### src/rtl/clk_switch_ctrl.sv
// Break-before-make sequencer for a glitch-free clock mux: gate the current
// source off, wait for its ack, settle, switch the select, then gate the target on.
module clk_switch_ctrl #(
  parameter int NUM_SRC = 2,
  parameter int SEL_W   = 1,
  parameter int RST_SEL = 0,
  parameter int SETTLE  = 4,
  parameter int TIMEOUT = 16
) (
  input  logic               clk,
  input  logic               rst,
  input  logic               req_valid,
  input  logic [SEL_W-1:0]   req_sel,
  output logic               req_ready,
  input  logic [NUM_SRC-1:0] en_ack,
  output logic [NUM_SRC-1:0] en_out,
  output logic [SEL_W-1:0]   cur_sel,
  output logic               busy,
  output logic               done,
  output logic               err
);

  localparam int CNT_MAX = (TIMEOUT > SETTLE) ? TIMEOUT : SETTLE;
  localparam int CNT_W   = $clog2(CNT_MAX + 1);

  typedef enum logic [1:0] {
    S_IDLE,
    S_OFF,
    S_SETTLE,
    S_ON
  } state_t;

  state_t             state_q, state_d;
  logic [SEL_W-1:0]   tgt_q, tgt_d;
  logic [SEL_W-1:0]   cur_sel_q, cur_sel_d;
  logic [NUM_SRC-1:0] en_out_q, en_out_d;
  logic [CNT_W-1:0]   cnt_q, cnt_d;
  logic               done_q, done_d;
  logic               err_q, err_d;
  logic               ready_q;
  logic               req_invalid;

  function automatic logic [NUM_SRC-1:0] onehot(input logic [SEL_W-1:0] s);
    onehot = NUM_SRC'(1) << s;
  endfunction

  // Widened compare so the check stays meaningful when NUM_SRC is a power of two
  assign req_invalid = ({1'b0, req_sel} >= (SEL_W+1)'(NUM_SRC));

  always_comb begin
    state_d   = state_q;
    tgt_d     = tgt_q;
    cur_sel_d = cur_sel_q;
    en_out_d  = en_out_q;
    cnt_d     = cnt_q;
    done_d    = 1'b0;
    err_d     = 1'b0;
    case (state_q)
      S_IDLE: begin
        if (req_valid) begin
          if (req_invalid) begin
            err_d = 1'b1;
          end else if (req_sel == cur_sel_q) begin
            done_d = 1'b1;
          end else begin
            tgt_d    = req_sel;
            en_out_d = '0;
            cnt_d    = '0;
            state_d  = S_OFF;
          end
        end
      end
      S_OFF: begin
        en_out_d = '0;
        if (!en_ack[cur_sel_q]) begin
          cnt_d   = '0;
          state_d = S_SETTLE;
        end else if (cnt_q == CNT_W'(TIMEOUT - 1)) begin
          // Old source never stopped: hand its gate back and drop the request
          en_out_d = onehot(cur_sel_q);
          err_d    = 1'b1;
          cnt_d    = '0;
          state_d  = S_IDLE;
        end else begin
          cnt_d = cnt_q + CNT_W'(1);
        end
      end
      S_SETTLE: begin
        en_out_d = '0;
        if (cnt_q == CNT_W'(SETTLE - 1)) begin
          cur_sel_d = tgt_q;
          cnt_d     = '0;
          state_d   = S_ON;
        end else begin
          cnt_d = cnt_q + CNT_W'(1);
        end
      end
      S_ON: begin
        en_out_d = onehot(tgt_q);
        // Only trust the ack once our enable has actually been presented
        if (en_out_q[tgt_q] && en_ack[tgt_q]) begin
          done_d  = 1'b1;
          cnt_d   = '0;
          state_d = S_IDLE;
        end else if (cnt_q == CNT_W'(TIMEOUT - 1)) begin
          err_d   = 1'b1;
          cnt_d   = '0;
          state_d = S_IDLE;
        end else begin
          cnt_d = cnt_q + CNT_W'(1);
        end
      end
      default: begin
        state_d = S_IDLE;
      end
    endcase
  end

  always_ff @(posedge clk) begin
    if (rst) begin
      state_q   <= S_IDLE;
      tgt_q     <= SEL_W'(RST_SEL);
      cur_sel_q <= SEL_W'(RST_SEL);
      en_out_q  <= NUM_SRC'(1) << RST_SEL;
      cnt_q     <= '0;
      done_q    <= 1'b0;
      err_q     <= 1'b0;
      ready_q   <= 1'b1;
    end else begin
      state_q   <= state_d;
      tgt_q     <= tgt_d;
      cur_sel_q <= cur_sel_d;
      en_out_q  <= en_out_d;
      cnt_q     <= cnt_d;
      done_q    <= done_d;
      err_q     <= err_d;
      ready_q   <= (state_d == S_IDLE);
    end
  end

  assign req_ready = ready_q;
  assign busy      = ~ready_q;
  assign en_out    = en_out_q;
  assign cur_sel   = cur_sel_q;
  assign done      = done_q;
  assign err       = err_q;

endmodule
### config.mk
export PLATFORM = sky130hd
export DESIGN_NAME = clk_switch_ctrl
export DESIGN_NICKNAME = d
export VERILOG_FILES = /design/src/rtl/clk_switch_ctrl.sv
export SDC_FILE = /design/constraint.sdc
export NUM_CORES = 1
export LEC_CHECK = 0
export CAP_MARGIN = 20
export CELL_PAD_IN_SITES_DETAIL_PLACEMENT = 0
export CELL_PAD_IN_SITES_GLOBAL_PLACEMENT = 1
export CORE_ASPECT_RATIO = 0.75
export CORE_UTILIZATION = 45
export CTS_BUF_LIST = sky130_fd_sc_hd__clkbuf_8
export CTS_CLUSTER_DIAMETER = 40
export DETAILED_ROUTE_END_ITERATION = 16
export GPL_TIMING_DRIVEN = 0
export PLACE_DENSITY = 0.95
export SLEW_MARGIN = 40
export SYNTH_ARGS = -nofsm -noshare
export SYNTH_HDL_FRONTEND = slang
export SYNTH_SLANG_ARGS = --single-unit
### constraint.sdc
create_clock -name clk -period 5.6 [get_ports clk]
set_input_delay 1.68 -clock clk [delete_from_list [all_inputs] [get_ports clk]]
set_output_delay 1.68 -clock clk [all_outputs]
set_load 0.1 [all_outputs]
==> results of run 1 <==
==> worst paths after layout <==
path	start	end	slack, ps	cells after the start
max	en_ack[0]	req_ready	2550	5
max reg2reg	cnt_q[0]	cnt_q[3]	3650	6
min	cnt_q[0]	cnt_q[0]	500	2
min reg2reg	cnt_q[0]	cnt_q[0]	500	2
==> placed cells by master, fill, tap and decap left out, types with 2 or more instances in the layout <==
| cell | Yosys | layout |
|---|---|---|
| xnor2_1 | 2 | 2 |
| clkdlybuf4s50_1 | 0 | 5 |
| nand3_1 | 2 | 2 |
| buf_2 | 0 | 7 |
| clkbuf_1 | 2 | 2 |
| nor2b_1 | 2 | 2 |
| nor3b_1 | 2 | 2 |
| ha_1 | 8 | 8 |
| nand3b_1 | 2 | 2 |
| nor2_1 | 6 | 6 |
| o311a_1 | 2 | 2 |
| inv_1 | 10 | 10 |
| nand4_1 | 2 | 2 |
| or3_1 | 2 | 2 |
| clkbuf_8 | 0 | 3 |
| a31oi_1 | 2 | 2 |
| a211oi_1 | 2 | 2 |
| dfxtp_1 | 14 | 14 |
| a21oi_1 | 7 | 7 |
| and3_1 | 2 | 2 |
| nand2_1 | 5 | 5 |
| nor3_1 | 2 | 2 |
==> area by class of cell <==
cell class	count	share of cell area, %
Buffer	2	0.735
Multi-Input combinational cell	70	53.1
Tap cell	22	2.70
Timing Repair Buffer	12	8.33
Clock buffer	3	4.04
Sequential cell	14	27.5
Inverter	10	3.68
==> tightest hold or removal path, cell delays in order (launching register included) <==
cell	delay [ps]
dfxtp_1	320
inv_1	70
a211oi_1	60
==> cells by family after synthesis <==
family	after synthesis	share of synthesized area, %
and+or+nand+nor	34	23.4
AOI/OAI and AO/OA	24	22.7
DFF	14	32.3
buffers and inverters	12	5.20
adders and majority gates	8	11.5
xor gates and xnor gates	2	2.02
muxes	2	2.89
==> metal layers <==
metal	vias to the layer above	global-route usage, %	wire length [um]	part of all wire [%]
li1	389	-	-	-
met1	325	31.7	1010	54
met2	18	28.8	719	39
met3	5	9.09	107	5.7
met4	0	7.89	23	1.2
met5	-	0	0	0
==> sequential cells by signal, summed over array words and instances (netlist names) <==
signal and count:
done 1, cur_sel 1, en_out 2, cnt_q 5
err 1, req_ready 1, tgt_q 1, state_q 2
==> power breakdown <==
part	internal [W]	switching (W)	total, W	leakage, nW
sequential	0.000108	0.00000674	0.000114	0.114
combinational	0.0000292	0.0000807	0.000110	0.252
clock	0.0000477	0.0000359	0.0000835	0.0216
==> metrics by stage <==
stage               area, um^2  hold slack (ps)
finish                    1020              502
global route              1020              531
CTS                       1020              500
global placement          1010              482
floorplan                  867              464
detailed placement         980              487
==> results by group, run 1 <==
Timing
  – Post-layout minimum cycle time: 3050 ps
  – Max-slew violations: 0
  – Final WS setup: 2550 ps
  – Worst-margin pin slew: 638 ps
  – Final worst path period share: 54.4%
  – Setup TNS: 0 ps
  – Rel. slew slack: 56.9%
  – RSZ-0062 raised after global routing: no
  – Setup Viol. Count Final: 0
  – Hold Fails Final Rpt: 0
  – Fmax: 0.328 GHz
  – Worst clock skew: 6.20 ps

Synth
  – Syn avg cell area: 9.03 um^2
  – YS warnings: 0
  – Largest area contributor in the netlist: dfxtp_1
  – Number of synthesized flops with an enable pin: 0
  – Seq/Total Area, Yosys: 32.3%
  – Synth top cells by count: dfxtp_1, inv_1, ha_1
  – Synth Register Bits: 14
  – Yosys cell types: 39
  – Top cell type's share of synthesized area: 32.3%
  – Area contributors post-synth: dfxtp_1, ha_1, inv_1
  – Prevailing post-synth register cell: dfxtp_1
  – Synthesized instance count: 96
  – Share of flip-flops with an asynchronous set or reset: 0%
  – Mapped Nets: 110
  – Count leader, synth: dfxtp_1
  – Post-Syn Area: 867 um^2

Routing
  – Routed vias/inst: 5.54
  – Via count: 737
  – Detailed Routing Iterations Pass 1: 4
  – Post-route ant nets: 0
  – Initial DRC Count: 15
  – Number of remaining DRC errors: 0
  – Final wirelength: 1860 um
  – Per-cell routed wire length: 14.0 um

Power and ir drop
  – Pwr Density: 301 nW/um^2
  – Worst VDD drop: 0.000177 V
  – Total power: 0.000308 W
  – Leak: 0.387 nW

Clock network
  – Deepest clock path buffer count: 2
  – Clock latency on the worst-skew pair: 250 ps
  – Clk pin slew, worst setup/hold paths: 50 ps
  – CTS Sinks: 14
  – CTS Hold Bufs: 0
  – Post-CTS Setup Inserts: 0
  – CTS tree: done
  – Root cell of the clock tree: clkbuf_8
  – H-tree depth: 1
  – CTS resizes: 0
  – CTS Buf Count: 3

Hold path
  – Hold WC Path Type: flop to flop

Final layout
  – # nets final: 127
  – Fillcell total: 162
  – Reg area: 280 um^2
  – Fin util: 57.6%
  – Diodes inserted: 0
  – Non-Filler Instances: 133
  – Area of the multi-input gates: 542 um^2
  – Synthesis-to-layout area growth: 17.7%
  – Share of cells above drive strength 1: 16.2%

Placement
  – GPL Wtd Cong: 0.802
  – Port Buffers: 12
  – Pre-CTS WS: 2310 ps
  – Post-DP HPWL: 1330 um
  – Post-placement cell count: 130

Worst setup path
  – Max FO, Critical Path: 6
  – CP max-delay cell: clkdlybuf4s50_1
  – CP Class: primary input to flop
  – Worst EP arrival: 3180 ps
  – Required time worst endpoint: 5730 ps
  – Worst Setup End Kind: flop
  – Crit path buf inv count: 1
  – Crit path top cell by count: o311a_1
  – Startpoint Class: primary input
  – CP max stage delay: 460 ps
  – Critical path's top delay family: compound AO/OA/AOI/OAI gates
  – CP cell instances: clkdlybuf4s50_1 > nand3b_1 > a32oi_4 > o311a_1 > o311a_1

Global route
  – Total grt overflow: 0
  – GRT Util Overall: 22.0%
  – Initial antenna violation count: 0
  – Vias in the first global route: 636
  – First-pass GRT wire length: 3100 um
  – Pin count of the biggest net entering global routing: 11

Floorplanning
  – Die W: 52.7 um
  – Starting density of the core: 48.9%
  – Io pins: 13
  – Core area: 1770 um^2
  – Die area: 2110 um^2
  – Std-Cell Rows: 13
  – Die span in y: 40.0 um

Outcome
  – Status: completed

Run
  – Max-Cap Viols: 0
(Power assumes the default switching activity.)
==> inputs of run 2 (changes only) <==
--- a/config.mk
+++ b/config.mk
@@ -9,12 +9,12 @@
 export CELL_PAD_IN_SITES_DETAIL_PLACEMENT = 0
 export CELL_PAD_IN_SITES_GLOBAL_PLACEMENT = 1
 export CORE_ASPECT_RATIO = 0.75
-export CORE_UTILIZATION = 45
+export CORE_UTILIZATION = 37
 export CTS_BUF_LIST = sky130_fd_sc_hd__clkbuf_8
 export CTS_CLUSTER_DIAMETER = 40
 export DETAILED_ROUTE_END_ITERATION = 16
 export GPL_TIMING_DRIVEN = 0
-export PLACE_DENSITY = 0.95
+export PLACE_DENSITY = 0.85
 export SLEW_MARGIN = 40
 export SYNTH_ARGS = -nofsm -noshare
 export SYNTH_HDL_FRONTEND = slang
==> constraint.sdc (replaced) <==
create_clock -name clk -period 2.7 [get_ports clk]
set_input_delay 0.81 -clock clk [delete_from_list [all_inputs] [get_ports clk]]
set_output_delay 0.81 -clock clk [all_outputs]
set_load 0.1 [all_outputs]
==> run 2 against run 1 <==
Effect of this change:
- the run now ends with DRC left
- via count grew 2.3%
- sequential share of layout area fell by 0.23 points
- setup slack worse by 2000 ps
- utilization fell by 8.6 points
- non-clock buffer count unchanged
- cell area grew 0.86%
- power rose by 110%
- critical endpoint unchanged
- critical path type unchanged
==> results by group, run 2 (synthesis results as in run 1) <==
Worst setup path
  – CP max stage delay: 440 ps (was 460 ps)
  – CP cell instances: clkdlybuf4s50_1 > nand3_1 > a32oi_4 > o311a_1 > o311a_1 (was clkdlybuf4s50_1 > nand3b_1 > a32oi_4 > o311a_1 > o311a_1)
  – CP Class: primary input to flop (unchanged)
  – Critical path's top delay family: compound AO/OA/AOI/OAI gates (unchanged)
  – Crit path top cell by count: o311a_1 (unchanged)
  – CP max-delay cell: clkdlybuf4s50_1 (unchanged)
  – Max FO, Critical Path: 6 (unchanged)
  – Worst Setup End Kind: flop (unchanged)
  – Startpoint Class: primary input (unchanged)
  – Worst EP arrival: 2300 ps (was 3180 ps)
  – Crit path buf inv count: 1 (unchanged)
  – Required time worst endpoint: 2840 ps (was 5730 ps)

Final layout
  – Post-Layout Inst Area: 1030 um^2 (was 1020 um^2)
  – Share of cells above drive strength 1: 17.1% (was 16.2%)
  – Commonest cells after routing, fill and taps aside: dfxtp_1, inv_1, ha_1 (unchanged)
  – Largest register FFs: 5 (unchanged)
  – Area of the multi-input gates: 548 um^2 (was 542 um^2)
  – Reg area: 280 um^2 (unchanged)
  – Biggest register: cnt_q (unchanged)
  – Diodes inserted: 0 (unchanged)
  – # nets final: 127 (unchanged)
  – Fillcell total: 221 (was 162)
  – Most common cell after layout, fill and taps aside: dfxtp_1 (unchanged)
  – Synthesis-to-layout area growth: 18.8% (was 17.7%)
  – Non-Filler Instances: 135 (was 133)

Global route
  – Pin count of the biggest net entering global routing: 11 (unchanged)
  – Total grt overflow: 0 (unchanged)
  – Initial antenna violation count: 0 (unchanged)
  – GRT Util Overall: 16.8% (was 22.0%)
  – First-pass GRT wire length: 3060 um (was 3100 um)
  – Vias in the first global route: 638 (was 636)

Timing
  – Fmax: 0.462 GHz
  – Post-layout minimum cycle time: 2160 ps
  – RSZ-0062 raised after global routing: no (unchanged)
  – Setup Viol. Count Final: 0 (unchanged)
  – Worst-margin pin slew: 501 ps (was 638 ps)
  – Rel. slew slack: 66.6% (was 56.9%)
  – Worst clock skew: 1.91 ps (was 6.20 ps)
  – Max-slew violations: 0 (unchanged)
  – Hold Fails Final Rpt: 0 (unchanged)
  – Setup TNS: 0 ps (unchanged)
  – Final worst path period share: 80.2%

Placement
  – Port Buffers: 12 (unchanged)
  – GPL Wtd Cong: 0.857 (was 0.802)
  – Post-placement cell count: 132 (was 130)
  – DP Area: 982 um^2 (was 980 um^2)
  – Post-DP HPWL: 1470 um (was 1330 um)

Floorplanning
  – Die span in y: 43.9 um (was 40.0 um)
  – Io pins: 13 (unchanged)
  – Die W: 57.9 um (was 52.7 um)
  – Core area: 2100 um^2 (was 1770 um^2)
  – Std-Cell Rows: 14 (was 13)
  – Die area: 2540 um^2 (was 2110 um^2)
  – Starting density of the core: 41.3% (was 48.9%)

Run
  – Max-Cap Viols: 0 (unchanged)

Clock network
  – Clk pin slew, worst setup/hold paths: 60 ps (was 50 ps)
  – CTS tree: done (unchanged)
  – Deepest clock path buffer count: 2 (unchanged)
  – CTS resizes: 0 (unchanged)
  – Root cell of the clock tree: clkbuf_8 (unchanged)
  – CTS Sinks: 14 (unchanged)
  – CTS Buf Count: 3 (unchanged)
  – CTS Hold Bufs: 0 (unchanged)
  – Clock latency on the worst-skew pair: 250 ps (about the same)
  – Post-CTS Setup Inserts: 0 (unchanged)
  – H-tree depth: 1 (unchanged)

Power and ir drop
  – Pwr Density: 625 nW/um^2 (was 301 nW/um^2)
  – Worst VDD drop: 0.000384 V (was 0.000177 V)
  – Leak: 0.390 nW (was 0.387 nW)

Routing
  – Post-route ant nets: 0 (unchanged)
  – Detailed Routing Iterations Pass 1: 10 (was 4)
  – Final wirelength: 1980 um (was 1860 um)
  – Per-cell routed wire length: 14.7 um (was 14.0 um)
  – Via count: 754 (was 737)
  – Number of remaining DRC errors: 2 (was 0)
  – Initial DRC Count: 22 (was 15)
  – Routed vias/inst: 5.59 (was 5.54)

Outcome
  – Violated checks: DRC
  – Status: finished with violations (was completed)

Hold path
  – Hold WC Path Type: flop to flop (unchanged)
-- run 2: path summary, 6_finish.rpt --
path         startpoint   endpoint  slack (ps)  cells past startpoint
max           en_ack[1]  req_ready         540                      5
min            cnt_q[0]   cnt_q[0]         500                      2
max reg2reg    cnt_q[0]   cnt_q[3]         740                      6
min reg2reg    cnt_q[0]   cnt_q[0]         500                      2
-- run 2: metal layers --
metal	share of wire (%)	global-route usage, %	vias up
li1	-	-	385
met1	56	25.7	352
met2	38	21.6	15
met3	5.1	6.27	2
met4	0.61	4.29	0
met5	0	0	-
-- run 2: tightest hold or removal path: stages (launching register included) --
cell	delay [ps]
dfxtp_1	320
inv_1	70
a211oi_1	60
-- run 2: power breakdown --
part           switching, W  internal [W]  total (W)
sequential        0.0000146      0.000223   0.000238
combinational      0.000168     0.0000607   0.000228
clock             0.0000787     0.0000990   0.000178
total              0.000261      0.000383   0.000644
-- run 2: cell type report --
cell class                      instances  area share, %
Multi-Input combinational cell         70           53.2
Clock buffer                            3           4.01
Sequential cell                        14           27.2
Tap cell                               24           2.92
Timing Repair Buffer                   12           8.26
Buffer                                  2          0.729
Inverter                               10           3.65
-- run 2: per-stage QoR --
stage                     hold WS (ps)  utilization (%)  power, W  setup WS (ps)
after floorplan                    464                -  0.000423            280
after global placement             483             48.4  0.000480            262
after detailed placement           497             46.7  0.000470            298
after CTS                          506             48.7  0.000652            556
after global routing               531             49.0  0.000670            476
final                              501             49.0  0.000644            535
